File: src/rtl/taillight_monitor.sv
// taillight_monitor: decodes the left/right tail-light patterns produced by the
// light controller into turn and brake intent, and flags illegal patterns or
// illegal pattern transitions.
//
// Each side runs an identical tracker (OFF / TURN / STEADY) built from the
// previous sample, a saturating hold counter and a flag marking that the
// current 001/011 run is part of a clean turn sequence.
//
// HOLD_CYCLES must be greater than STEP_CYCLES.
//
// Optional feature: define TAILLIGHT_MON_ERR_CNT_EN to build the saturating
// 8-bit error counter. Without it, error_count is tied to zero.
module taillight_monitor #(
  parameter int STEP_CYCLES = 1,
  parameter int HOLD_CYCLES = 2
) (
  input  logic       clk,
  input  logic       rst_n,
  input  logic [2:0] left_taillight_control,
  input  logic [2:0] right_taillight_control,
  input  logic       err_clear,
  output logic       turn_left_detected,
  output logic       turn_right_detected,
  output logic       brake_detected,
  output logic       seq_error,
  output logic       err_sticky,
  output logic [7:0] error_count
);

  localparam int            HW     = $clog2(HOLD_CYCLES + 1);
  localparam logic [HW-1:0] STEP_L = HW'(STEP_CYCLES);
  localparam logic [HW-1:0] HOLD_L = HW'(HOLD_CYCLES);

  typedef enum logic [1:0] {
    TRK_OFF    = 2'd0,
    TRK_TURN   = 2'd1,
    TRK_STEADY = 2'd2
  } trk_state_e;

  // Complete per-side tracker state.
  typedef struct packed {
    trk_state_e    state;
    logic [2:0]    prev;    // last sampled pattern
    logic [HW-1:0] hold;    // consecutive identical samples, saturating
    logic          seq_ok;  // current 001/011 run belongs to a clean sequence
  } trk_t;

  localparam trk_t TRK_RESET = '{state: TRK_OFF, prev: 3'b000, hold: '0, seq_ok: 1'b0};

  // One tracker step: given the current state and the new sample, return the
  // next state and report whether the sample is illegal.
  function automatic trk_t trk_next(input trk_t cur, input logic [2:0] pat,
                                    output logic bad);
    trk_t          nxt;
    logic [HW-1:0] run;
    logic          turn_done;

    if (pat != cur.prev)       run = HW'(1);
    else if (cur.hold == HOLD_L) run = HOLD_L;
    else                       run = cur.hold + HW'(1);

    case (pat)
      3'b010, 3'b100, 3'b101, 3'b110: bad = 1'b1;
      3'b011:  bad = (cur.prev != 3'b001) && (cur.prev != 3'b011);
      3'b111:  bad = (cur.prev == 3'b001);
      default: bad = 1'b0;
    endcase
    // Intermediate turn steps must not linger longer than one step time.
    if ((pat == 3'b001 || pat == 3'b011) && run > STEP_L) bad = 1'b1;

    // 111 closes a turn only if the 011 run before it was clean and was
    // itself entered from a clean 001 run.
    turn_done = (pat == 3'b111) && (cur.prev == 3'b011) && cur.seq_ok;

    nxt.prev   = pat;
    nxt.hold   = run;
    nxt.seq_ok = !bad && ((pat == 3'b001) || (pat == 3'b011 && cur.seq_ok));

    nxt.state = cur.state;
    if (bad)
      nxt.state = TRK_OFF;
    else if (pat == 3'b111 && run == HOLD_L)
      nxt.state = TRK_STEADY;
    else if (turn_done)
      nxt.state = TRK_TURN;
    else if (cur.state == TRK_STEADY && pat != 3'b111)
      nxt.state = TRK_OFF;
    else if (cur.state == TRK_TURN && pat == 3'b000 && run > STEP_L)
      nxt.state = TRK_OFF;
    return nxt;
  endfunction

  trk_t left_q, right_q;
  trk_t left_d, right_d;
  logic left_bad, right_bad;
  logic err_any;
  logic left_on, right_on;

  // Next-state decode for both trackers.
  always_comb begin
    // NOTE: every signal driven here gets a default first so no path can
    // leave it unassigned and infer a latch.
    left_bad  = 1'b0;
    right_bad = 1'b0;
    left_d    = trk_next(left_q,  left_taillight_control,  left_bad);
    right_d   = trk_next(right_q, right_taillight_control, right_bad);
  end

  assign err_any  = left_bad | right_bad;
  assign left_on  = (left_d.state  == TRK_TURN) || (left_d.state  == TRK_STEADY);
  assign right_on = (right_d.state == TRK_TURN) || (right_d.state == TRK_STEADY);

  // Tracker state registers.
  always_ff @(posedge clk or negedge rst_n) begin
    // NOTE: state is updated with non-blocking assignments so every register
    // samples values from before the edge, independent of statement order.
    if (!rst_n) begin
      left_q  <= TRK_RESET;
      right_q <= TRK_RESET;
    end else begin
      left_q  <= left_d;
      right_q <= right_d;
    end
  end

  // Registered decode outputs, updated on the same edge as the trackers.
  always_ff @(posedge clk or negedge rst_n) begin
    if (!rst_n) begin
      turn_left_detected  <= 1'b0;
      turn_right_detected <= 1'b0;
      brake_detected      <= 1'b0;
      seq_error           <= 1'b0;
      err_sticky          <= 1'b0;
    end else begin
      turn_left_detected  <= (left_d.state  == TRK_TURN);
      turn_right_detected <= (right_d.state == TRK_TURN);
      brake_detected      <= ((left_d.state  == TRK_STEADY) && right_on) ||
                             ((right_d.state == TRK_STEADY) && left_on);
      seq_error           <= err_any;
      // A new error beats a coincident clear.
      if (err_any)        err_sticky <= 1'b1;
      else if (err_clear) err_sticky <= 1'b0;
    end
  end

`ifdef TAILLIGHT_MON_ERR_CNT_EN
  logic [7:0] err_cnt_q;

  // Saturating error count; an error coincident with a clear restarts at 1.
  always_ff @(posedge clk or negedge rst_n) begin
    if (!rst_n)
      err_cnt_q <= 8'd0;
    else if (err_any)
      err_cnt_q <= err_clear ? 8'd1 : ((err_cnt_q == 8'hFF) ? 8'hFF : err_cnt_q + 8'd1);
    else if (err_clear)
      err_cnt_q <= 8'd0;
  end

  assign error_count = err_cnt_q;
`else
  assign error_count = 8'd0;
`endif

endmodule

File: config.mk
export PLATFORM = sky130hd
export DESIGN_NAME = taillight_monitor
export DESIGN_NICKNAME = d
export VERILOG_FILES = /design/src/rtl/taillight_monitor.sv
export SDC_FILE = /design/constraint.sdc
export NUM_CORES = 1
export LEC_CHECK = 0
export CAP_MARGIN = 5
export CORE_UTILIZATION = 50
export DETAILED_ROUTE_END_ITERATION = 6
export DONT_BUFFER_PORTS = 1
export PLACE_DENSITY = 0.64
export SLEW_MARGIN = 20
export SYNTH_ARGS = -nofsm -noshare
export SYNTH_HDL_FRONTEND = slang
export SYNTH_SLANG_ARGS = --single-unit
File: constraint.sdc
create_clock -name clk -period 5.4 [get_ports clk]
set_input_delay 1.08 -clock clk [delete_from_list [all_inputs] [get_ports clk]]
set_output_delay 1.08 -clock clk [all_outputs]
set_load 0.02 [all_outputs]
==> run metrics, run 1 <==
CTS Buf Count=3; boundary pin count=22; TritonCTS clock tree=done; post-CTS sizing=0; largest family of logic cells by synthesized area=simple AND/OR/NAND/NOR gates; CP cell instances=xnor2_1 > nand4_2 > a211o_2 > and2_1 > ha_1 > o22ai_1; Final Critical Period=approximately 2200 ps; Post-synth EDFFs=0; Antenna Cells=0; Pwr Density=245 nW/um2; Synth Area in XOR/XNOR=around 5.3%; cell taking the most area after synthesis=dfrtp_1; max-cap violation count=0; multiplexer share of the synthesized area=less than 1%; ys flop type=dfrtp_1; initial antenna violation count=0; DIE WIDTH=49.5 um; Worst R2R Path Depth=6; vias in the first global route=726; Post-CTS Hold Fix Bufs=0; Async SR Flop Fraction=100%; min-delay worst type=primary input to asynchronous set/reset pin; Seq/Total Area, Yosys=46.6%; FP Rows=16; reg2reg setup slack=3510 ps; Nets=about 120; Post-Place Cells=between 100 and 150; TNS Setup=0 ps; DRT iter0 DRCs=11; vias per cell=5.43; CORE AREA=~2000 um2; top cells by area, synth=dfrtp_1 (47%), ha_1 (6.7%), buf_4 (5.3%), xnor2_1 (3.9%), inv_1 (3.3%); hold_ws=448 ps; Ys Warns=0; Worst Clk Skew=~9.2 ps; PortBufs=0; area grow syn2layout=1.33%; clock latency on the worst-skew pair=just over 300 ps; mean area per synthesized cell=10.9 um2; die area=2450 um2; fraction of the mapped netlist area in compound gates=11.1%; Final setup violation count=0; first-pass GRT wire length=3.26 mm; Static Leakage=~0.5 nW; Hold Fails Final Rpt=0; status=complete, no violations; CTS HTree Levels=1; Yosys top cell area share=46.6%; Setup crit start kind=primary input; vias=717; Longest Clk Path Bufs=2; Tcrit/Tclk final=40.9%; Crit. End Element=register; final max-slew violation count=0; clk root buf=clkbuf_4; total global routing overflow=0; synthesized instance count=around 100; adder-cell share of the synthesized area=6.66%; worst slack at placement=2840 ps; setup ws final=around 3200 ps; Arr. time, crit path=approximately 2400 ps; gr usage total=17.6%; Vert. Die Dim=49.5 um; RSZ-0062 raised after global routing=no; FF+latch count, synth=21; Largest stage delay, worst path=about 380 ps; Crit Path Class=primary input to register; largest net degree at the start of global routing=22; CP Data Required Time=roughly 5600 ps; Finished Layout Cells=132; layout cells sized above 1=11.4%; Antenna Nets Post-Route=0; postcts setup bufs=0; Total Routed Length=between 1.5 and 2 mm; Initial Utilization=55.2%; slowest CP cell=a211o_2; GPL Wtd Cong=0.812; drt pass-1 iters=3; Yosys cell types=36; CTS Sinks=21; Avg WL per Cell=roughly 14 um; Simple-Gate Fraction of Synth Area=19.3%; clk slew on worst S/H paths=120 ps; final core occ=55.9%; # DRC=0; Highest Clock Rate=0.452 GHz; Mapped Area=~1100 um2; crit-path max FO=7; post-DP HPWL=between 1 and 1.5 mm; Worst VDD drop=0.165 mV
## flip-flops by register name (all words and copies together) (netlist names)
register	count
brake_detected	1
err_sticky	1
left_q	8
right_q	8
seq_error	1
turn_left_detected	1
turn_right_detected	1
## where the power goes
| group | switching (W) | leakage, nW | internal (W) |
|---|---|---|---|
| sequential | 0.00000526 | 0.260 | 0.000164 |
| clock | 0.0000464 | 0.0150 | 0.0000288 |
| combinational | 0.0000206 | 0.226 | 0.0000150 |
| total | 0.0000722 | 0.502 | 0.000207 |
## cell usage in the layout, fill, tap and decap left out, drive strengths merged
master | synthesis | routed
and2 | 1 | 1
mux2 | 1 | 1
nand4b | 3 | 3
o32ai | 1 | 1
clkbuf | 0 | 4
nand3 | 2 | 2
o21ai | 2 | 2
or3 | 1 | 1
inv | 10 | 10
nand2b | 6 | 6
conb | 1 | 8
a21oi | 2 | 2
a211o | 1 | 1
nor3b | 1 | 1
o221a | 1 | 1
nand2 | 3 | 3
o22ai | 3 | 3
and3 | 1 | 1
o221ai | 1 | 1
nand3b | 1 | 1
nand4 | 2 | 2
xnor2 | 6 | 6
ha | 6 | 6
or2 | 1 | 1
o21a | 1 | 1
o211ai | 1 | 1
dfrtp | 21 | 21
nor2 | 3 | 3
a31oi | 2 | 2
or4 | 1 | 1
nor2b | 3 | 3
nor3 | 4 | 4
nor4bb | 1 | 1
## worst max-delay path, delay by kind of cell
family	cells	cell delay, ps
AOI/OAI and AO/OA	2	530
and+or+nand+nor	2	350
adders and majority gates	1	270
xor gates and xnor gates	1	190
## metrics by stage
step	total power [W]	area, um2
2_1_floorplan	0.000208	1150
3_3_place_gp	0.000207	1120
4_1_cts	0.000283	1140
5_1_grt	0.000294	1140
3_5_place_dp	0.000208	1120
6_report	0.000280	1140
## worst paths after layout
check / from / to
setup / recovery: right_taillight_control[1] / brake_detected$_DFF_PN0_
hold / removal: rst_n / turn_right_detected$_DFF_PN0_
setup reg to reg: right_q[4]$_DFF_PN0_ / brake_detected$_DFF_PN0_
hold reg to reg: right_q[0]$_DFF_PN0_ / right_q[0]$_DFF_PN0_
max in group asynchronous: rst_n / right_q[4]$_DFF_PN0_
min in group clk: right_q[0]$_DFF_PN0_ / right_q[0]$_DFF_PN0_
## area by class of cell
class                      count  area (um2)
sequential                    21         526
multi-input combinational     70         519
clock buffer                   4        26.3
tap                           27        33.8
fill                         182         900
inverter                      10        37.5
## layer usage
layer / track usage, % / vias to the layer above / share of wire [%]
li1: - / 345 / -
met1: 23.1 / 347 / 46
met2: 27.9 / 22 / 47
met3: 4.32 / 3 / 5.4
met4: 7.14 / 0 / 1.5
met5: 0 / - / 0
## cells in the mapped netlist (all sizes together) (2+ instances only)
cell type and count:
nand3 2, nand4b 3, inv 10, nand2 3
a31oi 2, dfrtp 21, buf 9, o22ai 3
ha 6, nor2b 3, nor2 3, o21ai 2
xnor2 6, nand4 2, a21oi 2, nand2b 6
nor3 4
## cells by family after synthesis
logic type      count (synthesis)
compound gates                 15
simple gates                   34
mux                             1
xor+xnor                        6
flops                          21
other cells                     1
fa+ha+maj                       6
buf+inv                        19
(Power assumes the default switching activity.)
==> run 2, diff against run 1 <==
clock period = 2.25 ns   (was 5.4 ns; I/O delays follow)
==> run metrics, run 2 (synthesis results as in run 1) <==
commonest non-fill, non-tap cell in the layout=dfrtp_1 (unchanged); worst r2r src=right_q[4]$_DFF_PN0_ (unchanged); Largest stage delay, worst path=420 ps (was 380 ps); Vert. Die Dim=49.5 um (unchanged); Final Critical Period=1890 ps; Tot Pwr=0.000678 W (was 0.000280 W); Antenna Nets Post-Route=0 (unchanged); RSZ-0062 raised after global routing=no (unchanged); crit-path max FO=7 (unchanged); worst path bufs/invs=0 (unchanged); Longest Clk Path Bufs=2 (unchanged); TNS Setup=0 ps (unchanged); DIE WIDTH=49.5 um (unchanged); clk slew on worst S/H paths=120 ps (about the same); initial antenna violation count=0 (unchanged); CP cell instances=xnor2_1 > nand4_2 > a211o_2 > and2_1 > ha_1 > o22ai_1 (unchanged); gr usage total=17.7% (was 17.6%); Antenna Cells=0 (unchanged); CP Data Required Time=2470 ps (was 5620 ps); vias=722 (was 717); TritonCTS clock tree=done (unchanged); clk root buf=clkbuf_4 (unchanged); reg2reg setup slack=360 ps (was 3510 ps); Post-Place Cells=128 (unchanged); CTS Sinks=21 (unchanged); postcts setup bufs=0 (unchanged); post-DP HPWL=1.36 mm (unchanged); Design Area, Final=1150 um2 (was 1140 um2); vias in the first global route=733 (was 726); max-cap violation count=0 (unchanged); CP Launch Point=right_q[4]$_DFF_PN0_ (was right_taillight_control[1]); die area=2450 um2 (unchanged); filler cell count=182 (unchanged); Finished Layout Cells=133 (was 132); layout cells sized above 1=12.3% (was 11.4%); DRT iter0 DRCs=11 (unchanged); Crit Path Class=register to register (was primary input to register); FF+latch area=526 um2 (unchanged); boundary pin count=22 (unchanged); Final setup violation count=0 (unchanged); biggest regs=left_q x8, right_q x8 (unchanged); Hold Fails Final Rpt=0 (unchanged); Avg WL per Cell=13.5 um (was 13.6 um); CTS Buf Count=3 (unchanged); final max-slew violation count=0 (unchanged); GPL Wtd Cong=0.812 (about the same); Total Routed Length=1.80 mm (about the same); drt pass-1 iters=3 (unchanged); largest net degree at the start of global routing=22 (unchanged); Highest Clock Rate=approximately 0.53 GHz; CTS HTree Levels=1 (unchanged); FP Rows=16 (unchanged); area grow syn2layout=1.78% (was 1.33%); total global routing overflow=0 (unchanged); PortBufs=0 (unchanged); status=complete, no violations (unchanged); placement-stage cell area=1120 um2 (unchanged); clock latency on the worst-skew pair=310 ps (about the same); Worst VDD drop=0.396 mV (was 0.165 mV); Crit path max-delay family=compound AO/OA/AOI/OAI gates (unchanged); hold_ws=71.9 ps (was 448 ps); min-delay worst type=primary input to asynchronous set/reset pin (unchanged); Arr. time, crit path=2110 ps (was 2430 ps); Initial Utilization=55.2% (unchanged); CORE AREA=2040 um2 (unchanged); Crit. End Element=register (unchanged); # DRC=0 (unchanged); first-pass GRT wire length=3.29 mm (was 3.26 mm); multi-input logic area=519 um2 (unchanged); Pwr Density=591 nW/um2 (was 245 nW/um2); Setup crit start kind=register (was primary input); most frequent cells in the layout=dfrtp_1 (21), inv_1 (10), conb_1 (8) (unchanged); Static Leakage=0.505 nW (was 0.502 nW); slowest CP cell=dfrtp_1 (was a211o_2); Worst Clk Skew=9.07 ps (was 9.19 ps); Tcrit/Tclk final=a little over four fifths; Nets=122 (was 121); vias per cell=5.43 (about the same)
run 2: stage by stage:
stage | setup slack [ps] | utilization, %
global route | 182 | 56.2
global placement | 403 | 54.7
CTS | 342 | 56.4
detailed placement | 322 | 54.7
finish | 363 | 56.2
floorplan | 473 | -
run 2: worst register-to-register path: cells and delay by family (launching register included):
kind	cells	cell delay [ps]
compound gates	2	530
flops	1	420
simple gates	2	350
fa+ha+maj	1	270
xor+xnor	1	240
run 2: metal layers:
layer  wire length [um]  track usage (%)  up-vias
met4                 27             7.14        0
li1                   -                -      347
met1                834             23.1      350
met5                  0                0        -
met3                 99             4.32        3
met2                838             28.3       22
run 2: timing repair:
| action | in CTS | in global routing |
|---|---|---|
| endpoints found under the hold margin | 21 | 0 |
| hold buffers | 1 | 0 |
| resized for setup | 0 | 0 |
run 2: path summary, 6_finish.rpt:
| check | to | cells past startpoint |
|---|---|---|
| min | left_q[3]$_DFF_PN0_ | 1 |
| min reg2reg | right_q[0]$_DFF_PN0_ | 2 |
| min in group clk | left_q[4]$_DFF_PN0_ | 0 |
| max in group asynchronous | right_q[4]$_DFF_PN0_ | 1 |
| max reg2reg | brake_detected$_DFF_PN0_ | 6 |
| max | brake_detected$_DFF_PN0_ | 6 |
run 2: where the power goes:
part | switching, W | internal (W)
Clock | 0.000111 | 0.0000692
Combinational | 0.0000562 | 0.0000366
Sequential | 0.0000126 | 0.000392
run 2: final cells by class:
type                       count  area share, %
timing repair buffer           1          0.436
clock buffer                   4           2.29
sequential                    21           45.8
tap                           27           2.94
inverter                      10           3.27
multi-input combinational     70           45.3
